<file path="config.mk">
export PLATFORM = sky130hd
export DESIGN_NAME = mem_ctrl_flat
export DESIGN_NICKNAME = d
export VERILOG_FILES = /design/src/rtl/mem_ctrl_if.sv /design/src/rtl/mem_ctrl.sv /design/src/flat_wrapper.sv
export SDC_FILE = /design/constraint.sdc
export NUM_CORES = 1
export LEC_CHECK = 0
export BUFFER_PORTS_ARGS = -buffer_cell sky130_fd_sc_hd__buf_4
export CAP_MARGIN = 20
export CORE_MARGIN = 2
export CORE_UTILIZATION = 49
export DETAILED_ROUTE_END_ITERATION = 8
export GPL_ROUTABILITY_DRIVEN = 0
export GPL_TIMING_DRIVEN = 0
export HOLD_SLACK_MARGIN = 0.06
export PLACE_DENSITY = 0.74
export SYNTH_ARGS = -nofsm -noshare
export SYNTH_HDL_FRONTEND = slang
export SYNTH_SLANG_ARGS = --single-unit
</file>
<file path="constraint.sdc">
create_clock -name clk -period 2.45 [get_ports clk]
set_clock_uncertainty 0.2 [all_clocks]
set_input_delay 0.3675 -clock clk [delete_from_list [all_inputs] [get_ports clk]]
set_output_delay 0.3675 -clock clk [all_outputs]
set_load 0.01 [all_outputs]
</file>
<file path="src/rtl/mem_ctrl_if.sv">
// Request/response bundle between the instruction/data requesters and mem_ctrl.
// The requester side drives the master modport; the controller uses the slave modport.
interface mem_ctrl_if #(
  parameter int ADDR_WIDTH = 32,
  parameter int DATA_WIDTH = 32
);
  logic                  i_read;
  logic [ADDR_WIDTH-1:0] i_addr;
  logic                  i_busy;
  logic                  i_ready;
  logic [DATA_WIDTH-1:0] i_data;
  logic                  d_read;
  logic                  d_write;
  logic [ADDR_WIDTH-1:0] d_addr;
  logic [1:0]            d_len;
  logic [DATA_WIDTH-1:0] d_wdata;
  logic                  d_busy;
  logic                  d_ready;
  logic [DATA_WIDTH-1:0] d_rdata;

  modport master (
    output i_read, i_addr, d_read, d_write, d_addr, d_len, d_wdata,
    input  i_busy, i_ready, i_data, d_busy, d_ready, d_rdata
  );

  modport slave (
    input  i_read, i_addr, d_read, d_write, d_addr, d_len, d_wdata,
    output i_busy, i_ready, i_data, d_busy, d_ready, d_rdata
  );
endinterface

</file>
<file path="src/rtl/mem_ctrl.sv">
// Arbitrates the I and D requesters onto one byte-wide synchronous RAM, splitting each
// access into 1-4 byte cycles and assembling little-endian words.
module mem_ctrl #(
  parameter int ADDR_WIDTH = 32,
  parameter int DATA_WIDTH = 32
) (
  input  logic                  clk,
  input  logic                  reset,
  mem_ctrl_if.slave             bus,
  output logic [ADDR_WIDTH-1:0] mem_a,
  output logic                  mem_wr,
  output logic [7:0]            mem_dout,
  input  logic [7:0]            mem_din
);

  typedef enum logic [1:0] {IDLE, READ, WRITE, DONE} state_t;

  state_t                state_q, state_d;
  logic                  is_d_q, is_d_d;
  logic [1:0]            len_q, len_d;
  logic [ADDR_WIDTH-1:0] addr_q, addr_d;
  logic [DATA_WIDTH-1:0] wdata_q, wdata_d;
  logic [2:0]            cnt_q, cnt_d;
  logic [DATA_WIDTH-1:0] rbuf_q, rbuf_d;
  logic [ADDR_WIDTH-1:0] mem_a_q, mem_a_d;
  logic                  mem_wr_q, mem_wr_d;
  logic [7:0]            mem_dout_q, mem_dout_d;
  logic                  busy_q, busy_d;
  logic                  i_ready_q, i_ready_d;
  logic                  d_ready_q, d_ready_d;
  logic [DATA_WIDTH-1:0] i_data_q, i_data_d;
  logic [DATA_WIDTH-1:0] d_rdata_q, d_rdata_d;
  logic [1:0]            byte_idx;

  // cnt_q is the index of the upcoming clock edge counted from the acceptance edge.
  // RAM read data lags the address by two edges, so byte k lands on edge k+2.
  always_comb begin
    state_d    = state_q;
    is_d_d     = is_d_q;
    len_d      = len_q;
    addr_d     = addr_q;
    wdata_d    = wdata_q;
    cnt_d      = cnt_q;
    rbuf_d     = rbuf_q;
    mem_a_d    = mem_a_q;
    mem_wr_d   = 1'b0;
    mem_dout_d = mem_dout_q;
    i_ready_d  = 1'b0;
    d_ready_d  = 1'b0;
    i_data_d   = i_data_q;
    d_rdata_d  = d_rdata_q;
    byte_idx   = 2'(cnt_q - 3'd2);

    unique case (state_q)
      IDLE: begin
        if (bus.d_write || bus.d_read || bus.i_read) begin
          is_d_d  = bus.d_write || bus.d_read;
          addr_d  = is_d_d ? bus.d_addr : bus.i_addr;
          len_d   = is_d_d ? bus.d_len : 2'd3;
          wdata_d = bus.d_wdata;
          cnt_d   = 3'd1;
          rbuf_d  = '0;
          mem_a_d = addr_d;
          state_d = bus.d_write ? WRITE : READ;
          if (bus.d_write) begin
            mem_wr_d   = 1'b1;
            mem_dout_d = bus.d_wdata[7:0];
          end
        end
      end
      READ: begin
        cnt_d = cnt_q + 3'd1;
        if (cnt_q <= {1'b0, len_q})
          mem_a_d = addr_q + ADDR_WIDTH'(cnt_q);
        if (cnt_q >= 3'd2)
          rbuf_d[{byte_idx, 3'b000} +: 8] = mem_din;
        if (cnt_q == {1'b0, len_q} + 3'd2) begin
          state_d = DONE;
          if (is_d_q) begin
            d_ready_d = 1'b1;
            d_rdata_d = rbuf_d;
          end else begin
            i_ready_d = 1'b1;
            i_data_d  = rbuf_d;
          end
        end
      end
      WRITE: begin
        cnt_d = cnt_q + 3'd1;
        if (cnt_q <= {1'b0, len_q}) begin
          mem_a_d    = addr_q + ADDR_WIDTH'(cnt_q);
          mem_dout_d = wdata_q[{cnt_q[1:0], 3'b000} +: 8];
          mem_wr_d   = 1'b1;
        end else begin
          state_d   = DONE;
          d_ready_d = 1'b1;
        end
      end
      DONE:    state_d = IDLE;
      default: state_d = IDLE;
    endcase

    busy_d = (state_d != IDLE);
  end

  always_ff @(posedge clk) begin
    if (reset) begin
      state_q    <= IDLE;
      is_d_q     <= 1'b0;
      len_q      <= '0;
      addr_q     <= '0;
      wdata_q    <= '0;
      cnt_q      <= '0;
      rbuf_q     <= '0;
      mem_a_q    <= '0;
      mem_wr_q   <= 1'b0;
      mem_dout_q <= '0;
      busy_q     <= 1'b0;
      i_ready_q  <= 1'b0;
      d_ready_q  <= 1'b0;
      i_data_q   <= '0;
      d_rdata_q  <= '0;
    end else begin
      state_q    <= state_d;
      is_d_q     <= is_d_d;
      len_q      <= len_d;
      addr_q     <= addr_d;
      wdata_q    <= wdata_d;
      cnt_q      <= cnt_d;
      rbuf_q     <= rbuf_d;
      mem_a_q    <= mem_a_d;
      mem_wr_q   <= mem_wr_d;
      mem_dout_q <= mem_dout_d;
      busy_q     <= busy_d;
      i_ready_q  <= i_ready_d;
      d_ready_q  <= d_ready_d;
      i_data_q   <= i_data_d;
      d_rdata_q  <= d_rdata_d;
    end
  end

  assign bus.i_busy  = busy_q;
  assign bus.d_busy  = busy_q;
  assign bus.i_ready = i_ready_q;
  assign bus.d_ready = d_ready_q;
  assign bus.i_data  = i_data_q;
  assign bus.d_rdata = d_rdata_q;
  assign mem_a       = mem_a_q;
  assign mem_wr      = mem_wr_q;
  assign mem_dout    = mem_dout_q;

endmodule

</file>
<file path="src/flat_wrapper.sv">
// flat-port wrapper written by rule: the top's interface ports become plain ports
module mem_ctrl_flat 
#(
  parameter int ADDR_WIDTH = 32,
  parameter int DATA_WIDTH = 32
)
  (clk, reset, mem_a, mem_wr, mem_dout, mem_din, bus_i_read, bus_i_addr, bus_d_read, bus_d_write, bus_d_addr, bus_d_len, bus_d_wdata, bus_i_busy, bus_i_ready, bus_i_data, bus_d_busy, bus_d_ready, bus_d_rdata);
  mem_ctrl_if #(.ADDR_WIDTH(ADDR_WIDTH), .DATA_WIDTH(DATA_WIDTH)) bus_i ();
  input  logic clk;
  input  logic reset;
  output logic [ADDR_WIDTH-1:0] mem_a;
  output logic mem_wr;
  output logic [7:0] mem_dout;
  input  logic [7:0] mem_din;
  input wire logic [$bits(bus_i.i_read)-1:0] bus_i_read;
  input wire logic [$bits(bus_i.i_addr)-1:0] bus_i_addr;
  input wire logic [$bits(bus_i.d_read)-1:0] bus_d_read;
  input wire logic [$bits(bus_i.d_write)-1:0] bus_d_write;
  input wire logic [$bits(bus_i.d_addr)-1:0] bus_d_addr;
  input wire logic [$bits(bus_i.d_len)-1:0] bus_d_len;
  input wire logic [$bits(bus_i.d_wdata)-1:0] bus_d_wdata;
  output wire logic [$bits(bus_i.i_busy)-1:0] bus_i_busy;
  output wire logic [$bits(bus_i.i_ready)-1:0] bus_i_ready;
  output wire logic [$bits(bus_i.i_data)-1:0] bus_i_data;
  output wire logic [$bits(bus_i.d_busy)-1:0] bus_d_busy;
  output wire logic [$bits(bus_i.d_ready)-1:0] bus_d_ready;
  output wire logic [$bits(bus_i.d_rdata)-1:0] bus_d_rdata;
  assign bus_i.i_read = bus_i_read;
  assign bus_i.i_addr = bus_i_addr;
  assign bus_i.d_read = bus_d_read;
  assign bus_i.d_write = bus_d_write;
  assign bus_i.d_addr = bus_d_addr;
  assign bus_i.d_len = bus_d_len;
  assign bus_i.d_wdata = bus_d_wdata;
  assign bus_i_busy = bus_i.i_busy;
  assign bus_i_ready = bus_i.i_ready;
  assign bus_i_data = bus_i.i_data;
  assign bus_d_busy = bus_i.d_busy;
  assign bus_d_ready = bus_i.d_ready;
  assign bus_d_rdata = bus_i.d_rdata;
  mem_ctrl #(.ADDR_WIDTH(ADDR_WIDTH), .DATA_WIDTH(DATA_WIDTH)) u_core (.clk(clk), .reset(reset), .bus(bus_i), .mem_a(mem_a), .mem_wr(mem_wr), .mem_dout(mem_dout), .mem_din(mem_din));
endmodule
</file>
# Word-level counts from Yosys, hierarchy flattened
# Index checks and enable logic that the tools add are counted.
# totals
register_bits,212
inputBits,111
out_inout_bits,109
elab_cells,81
# classes
n_addsub,5
magnitude_cmp,2
eq_ne,8
shift,3
mux,29
n_bitwise,3
reduce_logical,16
# op_table
op,count
2-to-1 mux 32 bit,5
one-hot mux 32 bit (2 select lines),2
adder 32 x 3 -> 32 bit,1
bitwise mux 32 bit,1
"variable shift 8 x 7 -> 32 bit, first input constant",1
indexed part select 32 x 6 -> 8 bit,1
indexed part select 8 x 7 -> 32 bit,1
2-to-1 mux 8 bit,3
one-hot mux 8 bit (2 select lines),1
2-to-1 mux 2 bit,5
AND reduction 3 bit,3
one-hot mux 2 bit (4 select lines),1
nonzero test 2 bit,4
2-to-1 mux 1 bit,7
negator 5 -> 7 bit,1
"inequality test 2 x 1 -> 1 bit, second input constant",3
one-hot mux 3 bit (2 select lines),1
AND reduction 2 bit,3
"equality test 2 bit, second input constant",2
one-hot mux 1 bit (2 select lines),2
AND reduction 4 bit,1
"adder 2 x 2 -> 3 bit, second input constant",1
"adder 3 x 1 -> 3 bit, second input constant",1
equality test 3 bit,1
other kinds (11),14

# Logic depth before layout (Yosys ltp)
# Gate-level depths: netlist (run 1).
# logic_depth
word_depth,6
ltp_mapped,10
mapped_depth_nobuf,7

# Least setup slack after synthesis (run 1)
# No wires, ideal clock.
# synth_path
path_kind,reg-to-reg
startpoint,register u_core.cnt_q[0]
endpoint,"register u_core.d_rdata_q[26], in the netlist u_core.bus.d_rdata[26]"
setup_ns,0.086
t_arrival_ns,2.345
required_ns,2.164
slack_ns,-0.181
path_stages_with_launch,10
path_buffers,3
period_less_slack_ns,2.631
path_cell_list,dfxtp_1 -> buf_2 -> inv_1 -> ha_1 -> clkbuf_1 -> o31ai_1 -> buf_2 -> nand2_1 -> o21a_1 -> a211oi_1
# synth_between
elab_chain_len,5
elab_cells_between_ends,9
cone_classes,add/sub: 2; order compare: 1; eq/ne: 1; shift: 2; mux: 2; reduce/logical: 1
# synth_lines
item,line,source
start: declaration,mem_ctrl.sv:23,"logic [2:0] cnt_q, cnt_d;"
start signal: assignment,mem_ctrl.sv:129,cnt_q <= cnt_d;
subtractor 2 bit,mem_ctrl.sv:52,byte_idx = 2'(cnt_q - 3'd2);
negator 5 -> 7 bit,mem_ctrl.sv:76,"rbuf_d[{byte_idx, 3'b000} +: 8] = mem_din;"
indexed part select 8 x 7 -> 32 bit or variable shift 8 x 7 -> 32 bit (tied branches),mem_ctrl.sv:76,
bitwise mux 32 bit,mem_ctrl.sv:76,
2-to-1 mux 32 bit,mem_ctrl.sv:75,if (cnt_q >= 3'd2)
end signal: assignment,mem_ctrl.sv:138,d_rdata_q <= d_rdata_d;
end: declaration,mem_ctrl.sv:32,"logic [DATA_WIDTH-1:0] d_rdata_q, d_rdata_d;"
# Parallel ways exist; a longest one is shown, timed or not.
# A chain may end at the register's enable or synchronous reset.

# Final worst setup path (run 1)
# layout_path
startpoint,register u_core.cnt_q[0]
endpoint,"register u_core.mem_a_q[18], in the netlist u_core.mem_a[18]"
# layout_between
elab_chain_len,3
elab_cells_between_ends,6
cone_classes,add/sub: 1; order compare: 1; eq/ne: 1; mux: 2; reduce/logical: 1
# layout_lines
item,line,source
adder 32 x 3 -> 32 bit or <= comparator 3 x 2 -> 1 bit (tied branches),--,
2-to-1 mux 32 bit or inequality test 2 x 1 -> 1 bit (tied branches),--,
one-hot mux 32 bit (2 select lines) or AND reduction 3 bit (tied branches),--,
end signal: assignment,mem_ctrl.sv:131,mem_a_q <= mem_a_d;
end: declaration,mem_ctrl.sv:25,"logic [ADDR_WIDTH-1:0] mem_a_q, mem_a_d;"
# Parallel ways exist; a longest one is shown, timed or not. The select of a mux whose other input is x is not followed.

==> results of run 1 <==
## power groups by stage
stage | Combinational (W) | Clock (W) | Sequential [W]
after global placement | 0.00332 | 0 | 0.00437
after detailed placement | 0.00337 | 0 | 0.00438
after global routing | 0.00419 | 0.00363 | 0.00437
final | 0.00389 | 0.00348 | 0.00433
after CTS | 0.00364 | 0.00349 | 0.00431
after floorplan | 0.00202 | 0 | 0.00441
## per-stage QoR
step | cell area [µm²] | instances | util | setup slack (ns)
2_1_floorplan | 9890 | 1163 | - | 0.0594
3_3_place_gp | 11900 | 1646 | 0.605 | -0.537
3_5_place_dp | 11900 | 1646 | 0.605 | -0.554
4_1_cts | 13200 | 1724 | 0.673 | 0.0112
5_1_grt | 13400 | 1740 | 0.686 | -0.0281
6_report | 13400 | 1740 | 0.686 | 0.0286
## worst max-delay path, stage by stage, from the launching register on
cell                      delay [ns]
sky130_fd_sc_hd__dfxtp_4        0.37
sky130_fd_sc_hd__ha_1           0.24
sky130_fd_sc_hd__fa_2           0.39
sky130_fd_sc_hd__a21oi_4        0.26
sky130_fd_sc_hd__nor4_4         0.05
sky130_fd_sc_hd__buf_4          0.18
sky130_fd_sc_hd__buf_4          0.14
sky130_fd_sc_hd__a31o_2         0.24
sky130_fd_sc_hd__a21oi_1        0.15
sky130_fd_sc_hd__o31ai_1        0.09
## cells in the final DEF, fill, tap and decap left out, drive strengths merged, types with 33 or more instances in the layout
cell type	instances
dfxtp	212
dlygate4sd3	36
o21ai	48
a21oi	75
clkbuf	88
buf	276
nand2	169
mux2i	44
a211oi	106
nor2	162
o21a	33
## area by class of cell
class | count | area, µm²
timing repair buffer | 277 | 2170
inverter | 15 | 61.3
tap | 265 | 332
sequential | 212 | 4250
buffer | 88 | 489
clock buffer | 35 | 721
multi-input combinational | 844 | 5380
fill | 1587 | 6140
clock inverter | 4 | 45.0
## cell families after synthesis
logic type	Yosys count
AOI/OAI and AO/OA	340
adders and majority gates	16
and+or+nand+nor	412
muxes	53
DFF	212
buffers and inverters	107
xor gates and xnor gates	23
## what timing repair did
item	in CTS	in global routing
gates resized for setup	44	44
setup buffers	6	16
cloned	0	1
hold endpoints to repair	44	0
setup endpoints to repair	159	152
pin swaps	3	8
hold buffers	36	0
## how the worst min path moves through the flow
stage                                  start            endpoint  slack (ns)  cells after the start
final                         bus_i_addr[18]   u_core.addr_q[18]        0.07                      3
after global routing           bus_i_addr[6]    u_core.addr_q[6]        0.11                      3
after CTS                     bus_i_addr[14]   u_core.addr_q[14]        0.07                      3
after detailed placement  u_core.wdata_q[29]  u_core.wdata_q[29]        0.25                      2
after global placement     u_core.wdata_q[4]   u_core.wdata_q[4]        0.24                      2
after floorplan           u_core.wdata_q[16]  u_core.wdata_q[16]        0.23                      2
## registers in the layout (all words and copies together), names as in the netlist, 3 cells and up
register / cells
u_core.bus.i_data: 32
u_core.rbuf_q: 32
u_core.addr_q: 32
u_core.mem_dout: 8
u_core.cnt_q: 3
u_core.wdata_q: 32
u_core.mem_a: 32
u_core.bus.d_rdata: 32
## cells in the mapped netlist (4+ instances only)
cell and number:
sky130_fd_sc_hd__a211o_1 5, sky130_fd_sc_hd__a211oi_1 106, sky130_fd_sc_hd__a21o_1 5, sky130_fd_sc_hd__a21oi_1 71
sky130_fd_sc_hd__a21oi_2 4, sky130_fd_sc_hd__a221oi_2 4, sky130_fd_sc_hd__a22oi_1 32, sky130_fd_sc_hd__and2_1 7
sky130_fd_sc_hd__and3_1 8, sky130_fd_sc_hd__and4_1 4, sky130_fd_sc_hd__buf_1 7, sky130_fd_sc_hd__buf_2 26
sky130_fd_sc_hd__clkbuf_1 53, sky130_fd_sc_hd__dfxtp_1 212, sky130_fd_sc_hd__ha_1 15, sky130_fd_sc_hd__inv_1 14
sky130_fd_sc_hd__mux2i_1 44, sky130_fd_sc_hd__mux4_2 8, sky130_fd_sc_hd__nand2_1 169, sky130_fd_sc_hd__nand3_1 17
sky130_fd_sc_hd__nand4_1 16, sky130_fd_sc_hd__nor2_1 161, sky130_fd_sc_hd__nor3_1 10, sky130_fd_sc_hd__o21a_1 33
sky130_fd_sc_hd__o21ai_0 46, sky130_fd_sc_hd__o22ai_1 8, sky130_fd_sc_hd__o31ai_1 5, sky130_fd_sc_hd__xnor2_1 8
sky130_fd_sc_hd__xor2_1 15
## per-layer routing
metal  track usage  vias up  wire length [µm]
met5             0        -                 0
met4        0.0804        0               835
met3        0.0382       73              2440
met2         0.468      429             15000
met1         0.392     4710             13700
li1              -     4744                 -
==> results.sh, run 1 <==
export IMPL_tritoncts_num_sinks=212
export IMPL_dieHeight_um=146
export IMPL_seq_power_share=0.370
export IMPL_grt_max_degree=14
export IMPL_dp_hpwl_mm=22.4
export IMPL_diodes=0
export IMPL_synth_compound_area_share=0.236
export IMPL_number_of_detailed_routing_iterations_run_before_antenna_repair=5
export IMPL_switchingPower_w=0.00398
export IMPL_die_width_um=146
export IMPL_final_min_clock_period_ns=2.42
export IMPL_clk_insertion_delay_late_ns=0.51
export IMPL_worst_r2r_start="u_core.cnt_q[0]"
export IMPL_clock_fmax_ghz=0.413
export IMPL_fin_worst_hold_slack_ns=0.0737
export IMPL_initial_antenna_violation_count=0
export IMPL_ys_dominant_reg_cell="sky130_fd_sc_hd__dfxtp_1"
export IMPL_cts_buffer_depth=3
export IMPL_yosysSeqAreaShare=0.431
export IMPL_synth_simple_gate_area_share=0.180
export IMPL_max_cap_violations=0
export IMPL_report_final_hold_viol_count=0
export IMPL_synth_ff_latch_count=212
export IMPL_grt_setup_unrepaired="true"
export IMPL_grt_overflow_total=0
export IMPL_setup_reg_to_reg_worst_slack_ns=0.03
export IMPL_final_nets=1587
export IMPL_synthTopCellsByArea="sky130_fd_sc_hd__dfxtp_1 (43%), sky130_fd_sc_hd__a211oi_1 (8.1%), sky130_fd_sc_hd__nand2_1 (6.4%)"
export IMPL_cellPowerDensity_mw_per_mm2=869
export IMPL_avgViaCountPerCell=5.72
export IMPL_fin_tns_setup_ns=0
export IMPL_p_leak_nw=5.42
export IMPL_ir_worst_vdd_uv=500
export IMPL_timing_critical_path_arrival_ns=2.61
export IMPL_core_region_area_mm2=0.0196
export IMPL_initial_utilization=0.503
export IMPL_totalPowerFinal_w=0.0117
export IMPL_endpoint="u_core.mem_a[18]"
export IMPL_synth_adder_area_share=0.0211
export IMPL_core_rowCount=51
export IMPL_netlist_instances=1163
export IMPL_cts_buffers_inserted=22
export IMPL_syn_avg_cell_area_um2=8.48
export IMPL_required_time_of_the_critical_path_ns=2.64
export IMPL_wl_per_cell_um=18.4
export IMPL_maxSlewViolCount=0
export IMPL_tightestPinTransition_ns=0.838
export IMPL_clock_share_of_power=0.297
export IMPL_power_internal_w=0.00770
export IMPL_multiplexer_share_of_the_synthesized_area=0.0641
export IMPL_status="complete, no violations"
export IMPL_synth_cell_types=65
export IMPL_report_final_setup_viol=0
export IMPL_synth_xor_area_share=0.0204
export IMPL_route_vias_total=9956
export IMPL_drt_antenna_violating_nets=0
export IMPL_ctsRootBufferMaster="sky130_fd_sc_hd__clkbuf_16"
export IMPL_design_die_area_mm2=0.0213
export IMPL_cp_max_fo=7
export IMPL_worstRegToRegCells=9
export IMPL_swShare=0.341
export IMPL_drc_errors=0
export IMPL_synth_nets=1290
export IMPL_drt_first_iter_violations=742
export IMPL_syn_cell_area_mm2=0.00986
export IMPL_cts_htree_levels=1
export IMPL_async_flop_share=0
export IMPL_area_growth_pct=36.4
export IMPL_route_final_wire_length_mm=32.0
export IMPL_netlist_area_leader_share=0.431
export IMPL_io_buffer_count=218
export IMPL_power_frac_comb=0.333
export IMPL_final_period_utilization=0.988
export IMPL_synth_edf_count=0
export IMPL_r2r_end="u_core.mem_a[18]"
export IMPL_drive_above_1_share=0.264
export IMPL_crit_type="register to register"
export IMPL_groute_usage_overall=0.284
export IMPL_yosys_warnings=0
export IMPL_cts_tree="done"
export IMPL_critPathLaunchType="register"
export IMPL_cp_end_kind="register"
export IMPL_slew_headroom=0.441
export IMPL_combinational_family_with_the_most_area_after_synthesis="compound AO/OA/AOI/OAI gates"
export IMPL_synth_largest_area_cell="sky130_fd_sc_hd__dfxtp_1"
export IMPL_first_global_vias=9502
export IMPL_crit_start="u_core.cnt_q[0]"
export IMPL_ioPinCount=220
export IMPL_cts_clk_slew_worst_paths_ns=0.06
export IMPL_wire_length_of_the_first_global_routing_pass_mm=49.6
export IMPL_worst_hold_path_type="input pin to register"
(Power assumes the default switching activity.)
==> inputs of run 2 (changes only) <==
- REMOVE_ABC_BUFFERS: default -> 1
==> run 2 against run 1 <==
  * Global-route usage decreased by 4.3 points
  * Critical path depth shrank 3
  * Sequential power about the same
  * Via count fell by 6.8%
  * Worst hold slack worse by 0.0016 ns
  * Utilization decreased by 1.1 points
  * Register-to-register slack better by 0.098 ns
  * Die area stayed put
  * Non-clock buffer count fell by 77
  * Total power decreased by 0.75%
  * Largest power group unchanged
  * Highest routed layer unchanged
==> results.sh, run 2 (same netlist as run 1, synthesis figures left out) <==
export IMPL_die_width_um=146
export IMPL_diodes=0
export IMPL_ctsRootBufferMaster="sky130_fd_sc_hd__clkbuf_16"
export IMPL_dieHeight_um=146
export IMPL_clock_fmax_ghz=0.430
export IMPL_initial_utilization=0.503
export IMPL_wl_per_cell_um=16.4
export IMPL_cts_buffers_inserted=23
export IMPL_report_final_hold_viol_count=0
export IMPL_avgViaCountPerCell=5.55
export IMPL_design_die_area_mm2=0.0213
export IMPL_max_cap_violations=0
export IMPL_drc_errors=0
export IMPL_cp_max_fo=9
export IMPL_worst_hold_path_type="input pin to register"
export IMPL_drt_antenna_violating_nets=0
export IMPL_report_final_setup_viol=0
export IMPL_core_region_area_mm2=0.0196
export IMPL_status="complete, no violations"
export IMPL_grt_setup_unrepaired="false"
export IMPL_groute_usage_overall=0.242
export IMPL_final_period_utilization=0.948
export IMPL_p_leak_nw=5.26
export IMPL_clk_insertion_delay_late_ns=0.50
export IMPL_timing_critical_path_arrival_ns=2.48
export IMPL_ir_worst_vdd_uv=559
export IMPL_n_fill_cell=1592
export IMPL_cp_end_kind="register"
export IMPL_drive_above_1_share=0.252
export IMPL_route_vias_total=9275
export IMPL_final_nets=1516
export IMPL_dp_hpwl_mm=17.1
export IMPL_cts_clk_slew_worst_paths_ns=0.06
export IMPL_wire_length_of_the_first_global_routing_pass_mm=43.2
export IMPL_maxSlewViolCount=0
export IMPL_first_global_vias=8586
export IMPL_slew_headroom=0.533
export IMPL_final_min_clock_period_ns=2.32
export IMPL_cts_htree_levels=1
export IMPL_drt_first_iter_violations=552
export IMPL_ioPinCount=220
export IMPL_core_rowCount=51
export IMPL_final_common_cell="sky130_fd_sc_hd__buf_4"
export IMPL_layout_cells_most_common_list="sky130_fd_sc_hd__buf_4 (238), sky130_fd_sc_hd__dfxtp_1 (209), sky130_fd_sc_hd__nand2_1 (169)"
export IMPL_route_final_wire_length_mm=27.4
export IMPL_initial_antenna_violation_count=0
export IMPL_critPathLaunchType="register"
export IMPL_io_buffer_count=219
export IMPL_tightestPinTransition_ns=0.701
export IMPL_dpl_cell_count=1568
export IMPL_crit_type="register to register"
export IMPL_cellPowerDensity_mw_per_mm2=877
export IMPL_area_growth_pct=34.2
export IMPL_grt_max_degree=124
export IMPL_cts_tree="done"
export IMPL_number_of_detailed_routing_iterations_run_before_antenna_repair=4
export IMPL_tritoncts_num_sinks=212
export IMPL_cts_buffer_depth=3
export IMPL_final_core_util=0.675
export IMPL_grt_overflow_total=0
export IMPL_post_layout_nonfiller_instances=1670
export IMPL_required_time_of_the_critical_path_ns=2.61
-- run 2: metal layers --
metal	GRT usage	routed length (µm)	vias to the layer above
met5	0	0	-
met4	0.0554	441	0
met2	0.408	13100	279
li1	-	-	4622
met3	0.0398	1540	33
met1	0.326	12400	4341
-- run 2: final timing paths --
path	from	to	slack, ns	cells after the start
worst max-delay path	u_core.cnt_q[2]	u_core.mem_a[15]	0.13	6
worst min-delay path	bus_d_addr[0]	u_core.addr_q[0]	0.07	3
worst max register to register	u_core.cnt_q[2]	u_core.mem_a[15]	0.13	6
worst min register to register	u_core.wdata_q[17]	u_core.wdata_q[17]	0.25	2
-- run 2: final cells by class --
class | instances | area, µm² | area share
clock buffers | 31 | 636 | 0.0481
clock inverters | 10 | 130 | 0.00984
inverters | 15 | 61.3 | 0.00463
multi-input cells | 849 | 5410 | 0.409
flip-flops and latches | 212 | 4250 | 0.322
well taps | 265 | 332 | 0.0251
repair buffers | 288 | 2410 | 0.182
-- run 2: critical path, cell delays in order, from the launching register on --
cell and delay, ns:
sky130_fd_sc_hd__dfxtp_2 0.49, sky130_fd_sc_hd__ha_1 0.37, sky130_fd_sc_hd__a21oi_2 0.38, sky130_fd_sc_hd__a21o_1 0.28, sky130_fd_sc_hd__nor3_1 0.09, sky130_fd_sc_hd__o311ai_0 0.28
sky130_fd_sc_hd__a21oi_1 0.10
-- run 2: through the flow --
| step | cell area [µm²] | power (W) | TNS, ns | hold WS [ns] | setup slack [ns] |
|---|---|---|---|---|---|
| 6_report | 13200 | 0.0116 | 0 | 0.0721 | 0.127 |
| 5_1_grt | 13200 | 0.0122 | 0 | 0.0659 | 0.00504 |
| 4_1_cts | 13100 | 0.0115 | 0 | 0.0627 | 0.0256 |
| 3_5_place_dp | 11700 | 0.00756 | -119.30 | 0.246 | -1.53 |
| 3_3_place_gp | 11400 | 0.00739 | -539.04 | 0.239 | -4.68 |
| 2_1_floorplan | 9450 | 0.00621 | -255.23 | 0.227 | -2.38 |
-- run 2: where the power goes --
part / switching, W / internal (W) / total, W
sequential: 0.000372 / 0.00393 / 0.00430
combinational: 0.00211 / 0.00166 / 0.00377
clock: 0.00139 / 0.00213 / 0.00352
-- run 2: timing repair --
action | in CTS | in global routing
gates resized for setup | 27 | 15
buffers inserted | 13 | 6
cloned | 4 | 1
endpoints found under the setup margin | 145 | 105
endpoints found under the hold margin | 45 | 1
pin swaps | 6 | 4
hold buffers | 36 | 1
==> inputs of run 3 (changes only) <==
- CORE_UTILIZATION: 49 -> 30
- PLACE_DENSITY: 0.74 -> 0.49
==> run 3 against run 2 <==
  * Cell count rose by 13%
  * Register-to-register slack barely moved
  * Setup slack got worse by 0.012 ns
  * Utilization fell by 25 points
  * Critical path depth did not move
  * Global-route usage fell by 6.6 points
  * Largest cell class unchanged
  * Largest power group unchanged
==> results.sh, run 3 (same netlist as run 1, synthesis figures left out) <==
export IMPL_die_width_um=185
export IMPL_tritoncts_num_sinks=212
export IMPL_ioPinCount=220
export IMPL_wire_length_of_the_first_global_routing_pass_mm=48.3
export IMPL_grt_overflow_total=0
export IMPL_worstHoldStart="bus_i_addr[28]"
export IMPL_clock_fmax_ghz=0.428
export IMPL_io_buffer_count=219
export IMPL_grt_setup_unrepaired="false"
export IMPL_required_time_of_the_critical_path_ns=2.64
export IMPL_final_min_clock_period_ns=2.34
export IMPL_avgViaCountPerCell=4.96
export IMPL_cts_buffer_depth=3
export IMPL_cts_clk_slew_worst_paths_ns=0.06
export IMPL_final_period_utilization=0.953
export IMPL_groute_usage_overall=0.176
export IMPL_first_global_vias=8813
export IMPL_core_region_area_mm2=0.0325
export IMPL_fin_worst_hold_slack_ns=0.0648
export IMPL_cts_buffers_inserted=26
export IMPL_slew_headroom=0.393
export IMPL_status="complete, no violations"
export IMPL_clk_insertion_delay_late_ns=0.53
export IMPL_drt_antenna_violating_nets=0
export IMPL_final_common_cell="sky130_fd_sc_hd__buf_4"
export IMPL_number_of_detailed_routing_iterations_run_before_antenna_repair=5
export IMPL_wl_per_cell_um=16.5
export IMPL_r2r_end="u_core.mem_a[21]"
export IMPL_dp_hpwl_mm=19.7
export IMPL_drt_first_iter_violations=440
export IMPL_tightestPinTransition_ns=0.907
export IMPL_worstRegToRegCells=6
export IMPL_worst_hold_path_num_cells=3
export IMPL_initial_utilization=0.304
export IMPL_cellPowerDensity_mw_per_mm2=860
export IMPL_ir_worst_vdd_uv=552
export IMPL_core_rowCount=66
export IMPL_worst_hold_path_type="input pin to register"
export IMPL_timing_critical_path_arrival_ns=2.52
export IMPL_area_growth_pct=39.9
export IMPL_report_final_setup_viol=0
export IMPL_dpl_cell_count=1744
export IMPL_dieHeight_um=185
export IMPL_route_vias_total=9317
export IMPL_critPathLaunchType="register"
export IMPL_layout_cells_most_common_list="sky130_fd_sc_hd__buf_4 (246), sky130_fd_sc_hd__dfxtp_1 (209), sky130_fd_sc_hd__nand2_1 (168)"
export IMPL_setup_slack_ns=0.115
export IMPL_design_die_area_mm2=0.0343
export IMPL_cp_end_kind="register"
export IMPL_maxSlewViolCount=0
export IMPL_cp_max_fo=9
export IMPL_post_layout_nonfiller_instances=1880
export IMPL_drive_above_1_share=0.253
export IMPL_max_cap_violations=0
export IMPL_route_final_wire_length_mm=31.1
export IMPL_dp_slack_ns=-1.45
export IMPL_ctsRootBufferMaster="sky130_fd_sc_hd__clkbuf_16"
export IMPL_cts_htree_levels=1
export IMPL_initial_antenna_violation_count=2
export IMPL_p_leak_nw=5.41
export IMPL_report_final_hold_viol_count=0
export IMPL_final_nets=1547
export IMPL_drc_errors=0
export IMPL_crit_type="register to register"
export IMPL_hold_end="u_core.addr_q[28]"
export IMPL_grt_max_degree=108
export IMPL_setup_reg_to_reg_worst_slack_ns=0.11
export IMPL_cts_tree="done"
export IMPL_worst_r2r_start="u_core.cnt_q[2]"
-- run 3: worst max-delay path: stages (launching register included) --
cell and delay (ns):
sky130_fd_sc_hd__dfxtp_2 0.42, sky130_fd_sc_hd__ha_2 0.46, sky130_fd_sc_hd__nand3_2 0.21, sky130_fd_sc_hd__a21o_1 0.29, sky130_fd_sc_hd__nor4bb_2 0.36, sky130_fd_sc_hd__xnor2_1 0.17, sky130_fd_sc_hd__o22ai_1 0.09
-- run 3: how the worst max path moves through the flow --
stage	slack, ns	depth (start not counted)	end	startpoint
CTS	0.03	8	u_core.mem_a[18]	u_core.cnt_q[0]
finish	0.11	6	u_core.mem_a[21]	u_core.cnt_q[2]
detailed placement	-1.45	6	u_core.mem_a[22]	u_core.cnt_q[0]
floorplan	-2.38	5	u_core.rbuf_q[0]	bus_d_read
global placement	-5.33	6	u_core.rbuf_q[15]	bus_d_write
global route	0.0002	7	u_core.mem_a[29]	u_core.cnt_q[0]
-- run 3: final cells by class --
type	count	area, µm²
sequential	212	4250
fill	3318	18700
inverter	15	61.3
clock inverter	10	90.1
clock buffer	35	726
antenna	1	2.50
multi-input combinational	849	5440
timing repair buffer	316	2660
tap	442	553
-- run 3: where the power goes --
group | internal, W | switching [W]
Clock | 0.00218 | 0.00152
Combinational | 0.00168 | 0.00219
Sequential | 0.00393 | 0.000366
-- run 3: repair_timing --
action,in CTS,in global routing
setup endpoints to repair,158,75
setup buffers,18,10
resized for setup,31,11
hold endpoints to repair,59,0
hold buffers,57,0
pin swaps,8,3
cloned,4,1
-- run 3: per-stage QoR --
stage | area (µm²) | util | total power, W | setup TNS [ns]
global placement | 11600 | 0.359 | 0.00755 | -615.01
finish | 13800 | 0.425 | 0.0119 | 0
CTS | 13600 | 0.421 | 0.0119 | 0
detailed placement | 11900 | 0.367 | 0.00767 | -141.95
floorplan | 9450 | - | 0.00621 | -255.23
global route | 13800 | 0.425 | 0.0126 | 0
-- run 3: metal layers --
layer  wire (µm)  up-vias  track usage  share of wire
met2       14500      221        0.293           0.47
met1       14400     4370        0.234           0.46
met5          13        -            0        0.00042
met4         495        2       0.0352          0.016
met3        1670       34       0.0352          0.054
li1            -     4690            -              -
